`src/rtl/mul_rr_sched.sv`:
```
// Round-robin scheduler sharing one external 8x8 signed multiplier among NREQ requesters.
// Optional product self-check enabled by defining MUL_RR_SCHED_SELFCHECK_EN (adds o_chk_err).
module mul_rr_sched #(
  parameter int NREQ      = 4,
  parameter int PIPE      = 2,
  parameter int OUT_DEPTH = 4
) (
  input  logic                     i_clk,
  input  logic                     i_rst,
  input  logic [NREQ-1:0]          i_req_valid,
  output logic [NREQ-1:0]          o_req_ready,
  input  logic [NREQ*8-1:0]        i_req_x,
  input  logic [NREQ*8-1:0]        i_req_y,
  output logic [7:0]               o_mul_x,
  output logic [7:0]               o_mul_y,
  input  logic [15:0]              i_mul_p,
  output logic                     o_rsp_valid,
  input  logic                     i_rsp_ready,
  output logic [$clog2(NREQ)-1:0]  o_rsp_id,
  output logic [15:0]              o_rsp_p,
`ifdef MUL_RR_SCHED_SELFCHECK_EN
  output logic                     o_chk_err,
`endif
  output logic                     o_busy
);

  localparam int IDW = $clog2(NREQ);
  localparam int QW  = $clog2(OUT_DEPTH);
  localparam int CW  = $clog2(OUT_DEPTH + 1);

  logic [IDW-1:0] r_ptr;
  logic [IDW-1:0] w_idx;
  logic [IDW-1:0] w_ptr_nxt;
  logic [IDW:0]   w_scan;
  logic           w_found;
  logic           w_accept;
  logic           w_pop;
  logic           w_push;
  logic [15:0]    w_push_p;
  logic [IDW-1:0] w_push_id;
  logic           w_pipe_busy;
  logic [7:0]     w_sel_x;
  logic [7:0]     w_sel_y;
  logic [CW-1:0]  r_credits;
  logic           r_v0;
  logic [IDW-1:0] r_id0;
  logic [7:0]     r_mul_x;
  logic [7:0]     r_mul_y;

  logic [15:0]    r_q_p  [OUT_DEPTH];
  logic [IDW-1:0] r_q_id [OUT_DEPTH];
  logic [QW-1:0]  r_wptr;
  logic [QW-1:0]  r_rptr;
  logic [CW-1:0]  r_count;

  function automatic logic [QW-1:0] q_inc(input logic [QW-1:0] p);
    return (p == QW'(OUT_DEPTH - 1)) ? '0 : p + QW'(1);
  endfunction

  // Scan from the RR pointer with wrap; first valid requester wins.
  always_comb begin
    w_found = 1'b0;
    w_idx   = '0;
    w_scan  = '0;
    for (int k = 0; k < NREQ; k++) begin
      w_scan = {1'b0, r_ptr} + (IDW+1)'(k);
      if (w_scan >= (IDW+1)'(NREQ)) w_scan = w_scan - (IDW+1)'(NREQ);
      if (!w_found && i_req_valid[w_scan[IDW-1:0]]) begin
        w_found = 1'b1;
        w_idx   = w_scan[IDW-1:0];
      end
    end
  end

  always_comb begin
    w_sel_x = '0;
    w_sel_y = '0;
    for (int k = 0; k < NREQ; k++) begin
      if (w_idx == IDW'(k)) begin
        w_sel_x = i_req_x[8*k +: 8];
        w_sel_y = i_req_y[8*k +: 8];
      end
    end
  end

  assign w_accept    = w_found & (r_credits != '0) & ~i_rst;
  assign o_req_ready = w_accept ? (NREQ'(1) << w_idx) : '0;
  assign w_ptr_nxt   = (w_idx == IDW'(NREQ - 1)) ? '0 : w_idx + IDW'(1);
  assign w_pop       = o_rsp_valid & i_rsp_ready;

  always_ff @(posedge i_clk or posedge i_rst) begin
    if (i_rst) begin
      r_ptr   <= '0;
      r_v0    <= 1'b0;
      r_id0   <= '0;
      r_mul_x <= '0;
      r_mul_y <= '0;
    end else begin
      r_v0 <= w_accept;
      if (w_accept) begin
        r_ptr   <= w_ptr_nxt;
        r_id0   <= w_idx;
        r_mul_x <= w_sel_x;
        r_mul_y <= w_sel_y;
      end
    end
  end

  assign o_mul_x = r_mul_x;
  assign o_mul_y = r_mul_y;

  // The queue slot itself acts as the last product stage, giving PIPE+1 cycles of latency.
  generate
    if (PIPE == 1) begin : g_direct
      assign w_push      = r_v0;
      assign w_push_p    = i_mul_p;
      assign w_push_id   = r_id0;
      assign w_pipe_busy = 1'b0;
    end else begin : g_stages
      logic           r_sv  [1:PIPE-1];
      logic [15:0]    r_sp  [1:PIPE-1];
      logic [IDW-1:0] r_sid [1:PIPE-1];

      always_ff @(posedge i_clk or posedge i_rst) begin
        if (i_rst) begin
          for (int k = 1; k < PIPE; k++) begin
            r_sv[k]  <= 1'b0;
            r_sp[k]  <= '0;
            r_sid[k] <= '0;
          end
        end else begin
          r_sv[1]  <= r_v0;
          r_sp[1]  <= i_mul_p;
          r_sid[1] <= r_id0;
          for (int k = 2; k < PIPE; k++) begin
            r_sv[k]  <= r_sv[k-1];
            r_sp[k]  <= r_sp[k-1];
            r_sid[k] <= r_sid[k-1];
          end
        end
      end

      always_comb begin
        w_pipe_busy = 1'b0;
        for (int k = 1; k < PIPE; k++) w_pipe_busy = w_pipe_busy | r_sv[k];
      end

      assign w_push    = r_sv[PIPE-1];
      assign w_push_p  = r_sp[PIPE-1];
      assign w_push_id = r_sid[PIPE-1];
    end
  endgenerate

  always_ff @(posedge i_clk or posedge i_rst) begin
    if (i_rst) begin
      r_wptr  <= '0;
      r_rptr  <= '0;
      r_count <= '0;
      for (int k = 0; k < OUT_DEPTH; k++) begin
        r_q_p[k]  <= '0;
        r_q_id[k] <= '0;
      end
    end else begin
      if (w_push) begin
        r_q_p[r_wptr]  <= w_push_p;
        r_q_id[r_wptr] <= w_push_id;
        r_wptr         <= q_inc(r_wptr);
      end
      if (w_pop) r_rptr <= q_inc(r_rptr);
      if (w_push && !w_pop)      r_count <= r_count + CW'(1);
      else if (!w_push && w_pop) r_count <= r_count - CW'(1);
    end
  end

  // Credits count free queue slots not yet claimed by in-flight products.
  always_ff @(posedge i_clk or posedge i_rst) begin
    if (i_rst) begin
      r_credits <= CW'(OUT_DEPTH);
    end else if (w_accept && !w_pop) begin
      r_credits <= r_credits - CW'(1);
    end else if (!w_accept && w_pop) begin
      r_credits <= r_credits + CW'(1);
    end
  end

  assign o_rsp_valid = (r_count != '0);
  assign o_rsp_p     = r_q_p[r_rptr];
  assign o_rsp_id    = r_q_id[r_rptr];
  assign o_busy      = r_v0 | w_pipe_busy | (r_count != '0);

`ifdef MUL_RR_SCHED_SELFCHECK_EN
  logic [15:0] w_ref_p;
  assign w_ref_p = $signed({{8{r_mul_x[7]}}, r_mul_x}) * $signed({{8{r_mul_y[7]}}, r_mul_y});

  always_ff @(posedge i_clk or posedge i_rst) begin
    if (i_rst) begin
      o_chk_err <= 1'b0;
    end else if (r_v0 && (i_mul_p != w_ref_p)) begin
      o_chk_err <= 1'b1;
    end
  end
`endif

endmodule

```
`config.mk`:
```
export PLATFORM = sky130hd
export DESIGN_NAME = mul_rr_sched
export DESIGN_NICKNAME = d
export VERILOG_FILES = /design/src/rtl/mul_rr_sched.sv
export SDC_FILE = /design/constraint.sdc
export NUM_CORES = 1
export LEC_CHECK = 0
export BUFFER_PORTS_ARGS = -buffer_cell sky130_fd_sc_hd__buf_2
export CAP_MARGIN = 10
export CORE_MARGIN = 4
export CORE_UTILIZATION = 30
export CTS_BUF_LIST = sky130_fd_sc_hd__clkbuf_16
export CTS_CLUSTER_SIZE = 28
export DETAILED_ROUTE_END_ITERATION = 10
export PLACE_DENSITY = 0.62
export REMOVE_ABC_BUFFERS = 1
export SLEW_MARGIN = 30
export SYNTH_ARGS = -nofsm -noshare
export SYNTH_HDL_FRONTEND = slang
export SYNTH_SLANG_ARGS = --single-unit
```
`constraint.sdc`:
```
create_clock -name i_clk -period 4.6 [get_ports i_clk]
set_input_delay 1.15 -clock i_clk [delete_from_list [all_inputs] [get_ports i_clk]]
set_output_delay 1.15 -clock i_clk [all_outputs]
set_load 0.02 [all_outputs]
```
Word level (Yosys, flattened, before mapping):

Index checks and enable logic that the tools add are counted.

* flip-flop bits (word level): 122
* input bits: 87
* output and inout bits: 40
* word-level logic and storage cells: 126

* $add $sub $neg: 14
* magnitude comparators: 11
* eq/ne operators: 5
* shift-type cells: 1
* multiplexer cells: 48
* bitwise logic cells: 8
* reductions and logical operators: 19

Operator list (number)
* $bwmux W64: 1
* $mux W8: 8
* $mux W16: 3
* $bmux W16 S2: 1
* $demux W16 S2: 1
* $mux W2: 14
* $ge A3 B3 Y1 const B: 5
* $lt A2 B3 Y1 const B: 4
* $mux W3: 4
* $bmux W1 S2: 4
* $bwmux W8: 1
* $eq A2 B2 Y1 const B: 4
* $logic_and A1 B1 Y1: 8
* $mux W1: 8
* $sub A2 B1 Y2 const B: 4
* $add A2 B1 Y2 const B: 3
* $add A2 B2 Y3 const B: 2
* $add A3 B1 Y3 const B: 2
* $logic_not A1 Y1: 6
* $not A2 Y3: 2
* $reduce_bool A3 Y1: 2
* $sub A3 B1 Y3 const B: 2
* $bmux W2 S2: 1
* $demux W2 S2: 1
* 11 further kinds: 15

Depth between registers and ports, before layout:

Gate-level depths: netlist of the first run.

* depth in word-level cells: 20
* gate-level depth with buffers: 9
* depth with buffers taken out: 9

Worst setup path before layout of the first run:

Ideal clock, no wire load.

* kind: input -> output
* start: input i_req_valid[2]
* end: output o_req_ready[1]
* arrival: 2.722 ns
* required time: 3.450 ns
* slack: 0.728 ns
* stages: 7
* path buffers: 2
* path through: nor2b_1 > a221oi_1 > or2_2 > ha_1 > clkbuf_1 > clkbuf_1 > and2_1

* longest elaborated chain between the ends: 15
* elaborated cells on any way between the ends: 26
* classes of those cells: shift (1); mux (17); bitwise (2); reduce/logical (6)

RTL lines
* start: declaration: RTL line 10 `input logic [NREQ-1:0] i_req_valid,`
* $bmux W1 S2: RTL line 68 `if (!w_found && i_req_valid[w_scan[IDW-1:0]]) begin`
* $mux W1 (implied by the code): RTL line 68
* $mux W1: RTL line 68
* $logic_not A1 Y1: RTL line 68
* $logic_and A1 B1 Y1: RTL line 68
* $mux W1: RTL line 68
* $logic_not A1 Y1: RTL line 68
* $logic_and A1 B1 Y1: RTL line 68
* $mux W1: RTL line 68
* $logic_not A1 Y1: RTL line 68
* $logic_and A1 B1 Y1: RTL line 68
* $mux W1: RTL line 68
* $and A1 B1 Y1 (2 in a row): RTL line 86 `assign w_accept = w_found & (r_credits != '0) & ~i_rst;`
* $mux W4 (*): RTL line 87 `assign o_req_ready = w_accept ? (NREQ'(1) << w_idx) : '0;`
* end: declaration: RTL line 11 `output logic [NREQ-1:0] o_req_ready,`

Every way passes the cells marked *; elsewhere a longest branch is shown, timed or not. The select of a mux whose other input is x is not followed.

Final worst setup path of the first run:

* start: input i_req_valid[2]
* end: output o_req_ready[3]

* elaborated cells on any way between the ends: 26
* classes of those cells: shift (1); mux (17); bitwise (2); reduce/logical (6)

RTL lines
* $bmux W1 S2: RTL line 68
* $mux W1 (implied by the code): RTL line 68
* $mux W1: RTL line 68
* $logic_not A1 Y1: RTL line 68
* $logic_and A1 B1 Y1: RTL line 68
* $mux W1: RTL line 68
* $logic_not A1 Y1: RTL line 68
* $logic_and A1 B1 Y1: RTL line 68
* $mux W1: RTL line 68
* $logic_not A1 Y1: RTL line 68
* $logic_and A1 B1 Y1: RTL line 68
* $mux W2 (*): RTL line 68
* net w_idx[0]: RTL line 32 `logic [IDW-1:0] w_idx;`
* $shl A1 B2 Y4 (*): RTL line 87
* $mux W4 (*): RTL line 87

The timed path passes the listed nets; every way through them passes the cells marked *. The select of a mux whose other input is x is not followed.

==> flow_metrics.py, run 1 <==
metrics = {
    "status": {
        "status": "finished, final reports clean",
    },
    "critical_path": {
        "critPathBufInv": 3,
        "crit_arrival_ns": 2.85,
        "path_max_fanout": 17,
        "slowest_stage": "clkinv_1",
        "setup.worst_path.start_class": "primary input",
        "crit_chain": "buf_2 > mux2i_1 > nor2_1 > nor3_1 > ha_1 > clkinv_1 > nor2_1 > buf_2",
        "crit_type": "in2out",
        "critPathRequiredTime_ns": 3.45,
        "endpoint_kind": "output port",
        "cpPeakStageDelay_ns": 0.37,
        "cp_top_family": "buffers and inverters",
    },
    "routing": {
        "vias": 3766,
        "drc": 0,
        "postRouteAntennaNets": 0,
        "drt-initial-drc-count": 125,
        "drt_pass1_iterations": 4,
        "finalWirelength_mm": 13.1,
        "via_per_inst": 5.01,
        "wire_per_inst_um": 17.4,
    },
    "global_routing": {
        "grt_first_pass_wirelength_mm": 21.0,
        "grt_max_degree": 75,
        "track_usage": 0.133,
        "antenna_found_initial": 0,
        "grt-ovfl-total": 0,
        "grt_pass1_vias": 4128,
    },
    "power": {
        "max-vdd-ir-drop_uv": 454,
        "power_density_mw_per_mm2": 757,
        "power_mw": 5.25,
        "p_leak_nw": 3.17,
    },
    "finish": {
        "regArea_mm2": 0.00305,
        "nets": 611,
        "final_common_cell": "buf_2",
        "diodes": 0,
        "area_growth_pct": 26.3,
        "fill_cells": 1718,
        "layout_common_cells": "buf_2 (126), dfrtp_1 (121), mux2_2 (75)",
        "multi_input_area_mm2": 0.00230,
        "drive_gt1_frac": 0.508,
    },
    "logic_synthesis": {
        "synth.top_cell.area_share": 0.551,
        "synth_warnings": 0,
        "synth_top_cell_by_area": "dfrtp_1",
        "ys_seq_area_frac": 0.556,
        "synth_seq_cells": 122,
        "synthCells": 380,
        "syn_avg_cell_area_um2": 14.5,
        "syn-cell-area_mm2": 0.00549,
        "ys_async_sr_fraction": 1.00,
        "synth_ff_type": "dfrtp_1",
        "synth_edf_count": 0,
        "ys_types": 40,
        "ys_top_cells_by_area": "dfrtp_1 (55%), mux2_2 (15%), mux4_2 (7.4%)",
    },
    "cts": {
        "post_cts_resized": 0,
        "cts_tree": "built",
        "cts_max_level": 4,
        "clkTransAtPathRegs_ns": 0.05,
        "root_buffer": "clkbuf_16",
        "clock_latency_ns": 0.41,
        "cts_buffer_depth": 2,
        "clock_sinks": 122,
        "postCtsSetupBuffers": 0,
        "hold_buffers": 0,
        "cts_made_buffers": 17,
    },
    "timing": {
        "slew_viol_final": 0,
        "rsz0062_at_grt": "no",
        "period_needed_ns": 4.00,
        "tightest_slew_ns": 1.03,
        "slew_headroom": 0.310,
        "min_period_over_period": 0.870,
        "hold_viol": 0,
        "clock.fmax_ghz": 0.250,
        "skew_ns": 0.00473,
        "setup_viol": 0,
        "fin_setup_tns_ns": 0,
    },
    "die": {
        "fp.dieW_um": 143,
        "die-height_um": 143,
        "start_util": 0.306,
        "core_area_mm2": 0.0180,
        "io_pins": 127,
        "dieArea_mm2": 0.0205,
        "num_rows": 49,
    },
    "place": {
        "io_buffer_count": 126,
        "dpl.hpwl_mm": 9.12,
        "place.gp.congestion": 0.892,
    },
    "hold_path": {
        "hold_class": "reg2reg",
    },
    "job": {
        "cap_violations": 0,
    },
}
==> logic make-up (layout without fill, tap and decap cells) <==
| group | after synthesis | count (layout) | share of synthesized area |
|---|---|---|---|
| buffers and inverters | 33 | 175 | 0.0267 |
| and+or+nand+nor | 37 | 37 | 0.0406 |
| adders and majority gates | 13 | 13 | 0.0324 |
| DFF | 122 | 122 | 0.556 |
| muxes | 96 | 96 | 0.234 |
| AOI/OAI and AO/OA | 73 | 73 | 0.101 |
| xor gates and xnor gates | 6 | 6 | 0.00957 |
==> Yosys cell counts, types with 2 or more instances <==
cell      instances
a21oi_1           2
a221oi_1         17
and2_1            3
buf_2             9
clkbuf_1         11
dfrtp_1         121
fa_1              2
ha_1             11
inv_1             9
mux2_2           75
mux2i_1           2
mux4_2           18
nand2_1           7
nand2b_1          3
nor2_1            7
nor2b_1           3
nor3_1            2
o21ai_0           2
o22ai_1          15
o31ai_1          33
or2_2             3
or3_1             3
xnor2_1           2
xor2_1            4
==> layer usage <==
metal	track usage	wire length, um	vias to the layer above
met5	0	0	-
met4	0.0545	238	0
met3	0.0459	1110	16
met2	0.223	6420	179
met1	0.156	5340	1862
li1	-	-	1709
==> report_power, final <==
group	internal [mW]	switching (mW)	total (mW)
registers	1.55	0.328	1.88
clock network	0.831	0.453	1.28
logic	1.04	1.05	2.08
==> cell type report <==
class	count	area share
sequential	122	0.440
multi-input combinational	225	0.331
timing repair buffer	134	0.0995
clock buffer	17	0.0613
tap	229	0.0413
clock inverter	13	0.0200
inverter	11	0.00667
==> path summary, 6_finish.rpt <==
| path | from | to | slack, ns | cells past startpoint |
|---|---|---|---|---|
| setup / recovery | i_req_valid[2] | o_req_ready[3] | 0.60 | 8 |
| hold / removal | r_id0[0] | g_stages.r_sid[0] | 0.40 | 0 |
| setup reg to reg | r_ptr[1] | o_mul_y[7] | 1.73 | 8 |
| hold reg to reg | r_id0[0] | g_stages.r_sid[0] | 0.40 | 0 |
| max in group asynchronous | i_rst | r_q_p[44] | 2.74 | 3 |
| min in group asynchronous | i_rst | o_mul_y[1] | 1.08 | 2 |
==> state kept, by name, indices dropped and copies added (netlist names) <==
name and flops:
r_q_p 64, g_stages.r_sp 16, o_mul_x 8, o_mul_y 8, r_q_id 8, r_count 3, r_credits 3, g_stages.r_sid 2
r_id0 2, r_ptr 2, r_rptr 2, r_wptr 2, g_stages.r_sv 1, r_v0 1
==> metrics by stage <==
stage	cells	hold WS [ns]	area [um^2]	setup slack, ns	utilization
2_1_floorplan	358	0.348	5390	0.209	-
5_1_grt	751	0.407	6940	0.335	0.386
3_3_place_gp	721	0.384	6370	0.654	0.354
4_1_cts	751	0.397	6940	0.610	0.386
6_report	751	0.395	6940	0.600	0.386
3_5_place_dp	721	0.390	6370	0.609	0.355
==> worst register-to-register path, cell delays in order (launching register included) <==
cell and delay [ns]:
dfrtp_1 0.45, nand2_1 0.11, a221oi_1 0.10, or2_2 0.33
ha_1 0.23, buf_4 0.21, nor2b_1 0.81, a221oi_1 0.22
o31ai_1 0.30
No activity file was read; power rests on OpenSTA's default activity.
==> inputs of run 2 (changes only) <==
--- a/config.mk
+++ b/config.mk
@@ -5,6 +5,7 @@
 export SDC_FILE = /design/constraint.sdc
 export NUM_CORES = 1
 export LEC_CHECK = 0
+export ABC_AREA = 1
 export BUFFER_PORTS_ARGS = -buffer_cell sky130_fd_sc_hd__buf_2
 export CAP_MARGIN = 10
 export CORE_MARGIN = 4
==> run 2 against run 1 <==
Net effect: total power up 17%; first-iteration DRC count up 70%; clock skew is 0.00057 ns higher; flip-flop and latch count is the same; combinational power up 51%; area after synthesis increased by 4.1%; utilization down 0.68 points; cell count grew 41%; clock-buffer cell count unchanged; sequential share of layout area decreased by 0.99 points; die area grew 3.9%; non-clock buffer count increased by 3; largest cell class unchanged.
==> flow_metrics.py, run 2 <==
metrics = {
    "status": {
        "status": "finished, final reports clean",
    },
    "logic_synthesis": {
        "synthCells": 690,
        "yosys.area_share.adder": 0.0311,
        "synth_ff_type": "dfrtp_1",
        "synth-simple-area-share": 0.195,
        "synth_xor_area_frac": 0.00613,
        "synth_top_cell_by_area": "dfrtp_1",
        "ys_seq_area_frac": 0.534,
        "syn-cell-area_mm2": 0.00572,
        "synth_warnings": 0,
        "synth_top_family_by_area": "simple AND/OR/NAND/NOR gates",
        "muxShareOfSynthArea": 0.00197,
        "synth_seq_cells": 122,
        "synth_edf_count": 0,
        "ys_top_cells_by_area": "dfrtp_1 (53%), nand2_1 (14%), o21ai_0 (13%)",
        "yosys-top-cells-count": "nand2_1 (211), o21ai_0 (144), dfrtp_1 (121)",
        "synth.top_cell.area_share": 0.530,
        "synth_compound_area_frac": 0.169,
        "ys_types": 32,
        "synthMostInstantiatedCell": "nand2_1",
        "ys_async_sr_fraction": 1.00,
        "syn_avg_cell_area_um2": 8.29,
    },
    "global_routing": {
        "grt_first_pass_wirelength_mm": 24.6,
        "grt_pass1_vias": 4971,
        "track_usage": 0.143,
        "grt-ovfl-total": 0,
        "antenna_found_initial": 1,
        "grt_max_degree": 53,
    },
    "die": {
        "core_area_mm2": 0.0187,
        "die-height_um": 146,
        "dieArea_mm2": 0.0213,
        "num_rows": 50,
        "start_util": 0.306,
        "io_pins": 127,
        "fp.dieW_um": 146,
    },
    "cts": {
        "cts_max_level": 4,
        "root_buffer": "clkbuf_16",
        "hold_buffers": 0,
        "clock_sinks": 122,
        "postCtsSetupBuffers": 0,
        "clock_latency_ns": 0.41,
        "cts_made_buffers": 17,
        "cts_tree": "built",
        "cts_buffer_depth": 2,
        "post_cts_resized": 0,
        "clkTransAtPathRegs_ns": 0.05,
    },
    "timing": {
        "skew_ns": 0.00530,
        "slew_viol_final": 0,
        "hold_viol": 0,
        "setup_slack_ns": 0.777,
        "slew_headroom": 0.472,
        "period_needed_ns": 3.82,
        "tightest_slew_ns": 0.792,
        "min_period_over_period": 0.831,
        "setup_viol": 0,
        "fin_setup_tns_ns": 0,
        "rsz0062_at_grt": "no",
        "clock.fmax_ghz": 0.262,
    },
    "routing": {
        "via_per_inst": 4.66,
        "vias": 4926,
        "drc": 0,
        "drt-initial-drc-count": 212,
        "drt_pass1_iterations": 4,
        "finalWirelength_mm": 14.6,
        "wire_per_inst_um": 13.9,
        "postRouteAntennaNets": 0,
    },
    "finish": {
        "fill_cells": 1905,
        "largest_reg_flops": 64,
        "area_growth_pct": 24.1,
        "regMostFlops": "r_q_p",
        "top_regs": "r_q_p: 64 flops, g_stages.r_sp: 16 flops",
        "drive_gt1_frac": 0.221,
        "diodes": 0,
        "final_common_cell": "nand2_1",
        "layout_common_cells": "nand2_1 (209), o21ai_0 (144), buf_2 (126)",
        "nets": 909,
    },
    "power": {
        "power_density_mw_per_mm2": 869,
        "p_leak_nw": 3.61,
        "max-vdd-ir-drop_uv": 557,
    },
    "hold_path": {
        "hold_path_depth": 0,
        "hold_class": "reg2reg",
    },
    "place": {
        "place.gp.congestion": 0.824,
        "io_buffer_count": 126,
        "dpl.hpwl_mm": 9.71,
        "dp_slack_ns": 0.779,
    },
    "critical_path": {
        "endpoint_kind": "output port",
        "setup.worst_path.start_class": "primary input",
        "path_max_fanout": 4,
        "crit_arrival_ns": 2.67,
        "crit_type": "in2out",
        "critPathRequiredTime_ns": 3.45,
        "worstRegToRegCells": 17,
    },
    "job": {
        "cap_violations": 0,
    },
}
## run 2: cell types whose count changed after synthesis, sizes merged, moves of 15 or more
cell	change
mux2	-75
clkbuf	+19
nor2	+40
mux4	-18
nand2	+212
a21oi	+15
o21ai	+149
a221oi	-17
o31ai	-33
inv	+35
## run 2: routing by layer
layer | track usage | share of wire | up-vias
met4 | 0.0475 | 0.014 | 2
met1 | 0.177 | 0.45 | 2269
li1 | - | - | 2484
met2 | 0.238 | 0.47 | 152
met3 | 0.0475 | 0.066 | 19
met5 | 0 | 0.00048 | -
## run 2: worst max-delay path, stage by stage
cell and delay (ns):
buf_2 0.11, inv_1 0.04, nand2_1 0.06, nand3_1 0.14, nand2_2 0.08, nor2_4 0.14
nand3_1 0.08, nand3_1 0.10, nand2_1 0.12, inv_1 0.10, ha_1 0.18, inv_1 0.06
nor2_1 0.11, buf_2 0.18
## run 2: logic make-up (layout without fill, tap and decap cells)
| group | Yosys count | count (layout) |
|---|---|---|
| flip-flops | 122 | 122 |
| adder cells (fa/ha/maj) | 13 | 13 |
| multiplexers | 1 | 1 |
| AO/OA/AOI/OAI | 187 | 187 |
| XOR/XNOR | 4 | 4 |
| buffers and inverters | 83 | 215 |
| AND/OR/NAND/NOR | 280 | 280 |
## run 2: worst paths after layout
path | start | end | slack (ns)
max | i_req_valid[1] | o_req_ready[2] | 0.78
min | r_id0[0] | g_stages.r_sid[0] | 0.37
max reg2reg | r_ptr[0] | o_mul_x[2] | 1.60
min reg2reg | r_id0[0] | g_stages.r_sid[0] | 0.37
max in group asynchronous | i_rst | r_q_p[10] | 2.89
min in group asynchronous | i_rst | r_ptr[1] | 0.84
## run 2: layout make-up
cell class	instances	area, um^2	area share
timing repair buffer	137	713	0.100
sequential	122	3050	0.430
inverter	46	183	0.0257
clock inverter	15	116	0.0164
multi-input combinational	485	2310	0.326
clock buffer	17	425	0.0599
tap	234	293	0.0413
## run 2: power by group
| group | internal (mW) | switching (mW) | total, mW | leakage [nW] |
|---|---|---|---|---|
| Combinational | 1.07 | 2.06 | 3.14 | 1.82 |
| Clock | 0.774 | 0.448 | 1.22 | 0.271 |
| Sequential | 1.53 | 0.277 | 1.80 | 1.51 |
## run 2: stage by stage
stage	instance area [um^2]	hold WS, ns	utilization	total power [mW]	cells
2_1_floorplan	5540	0.354	-	3.96	653
3_3_place_gp	6550	0.360	0.350	4.92	1024
3_5_place_dp	6560	0.359	0.350	4.97	1024
4_1_cts	7100	0.371	0.379	6.23	1056
5_1_grt	7100	0.392	0.379	6.78	1056
6_report	7100	0.375	0.379	6.16	1056
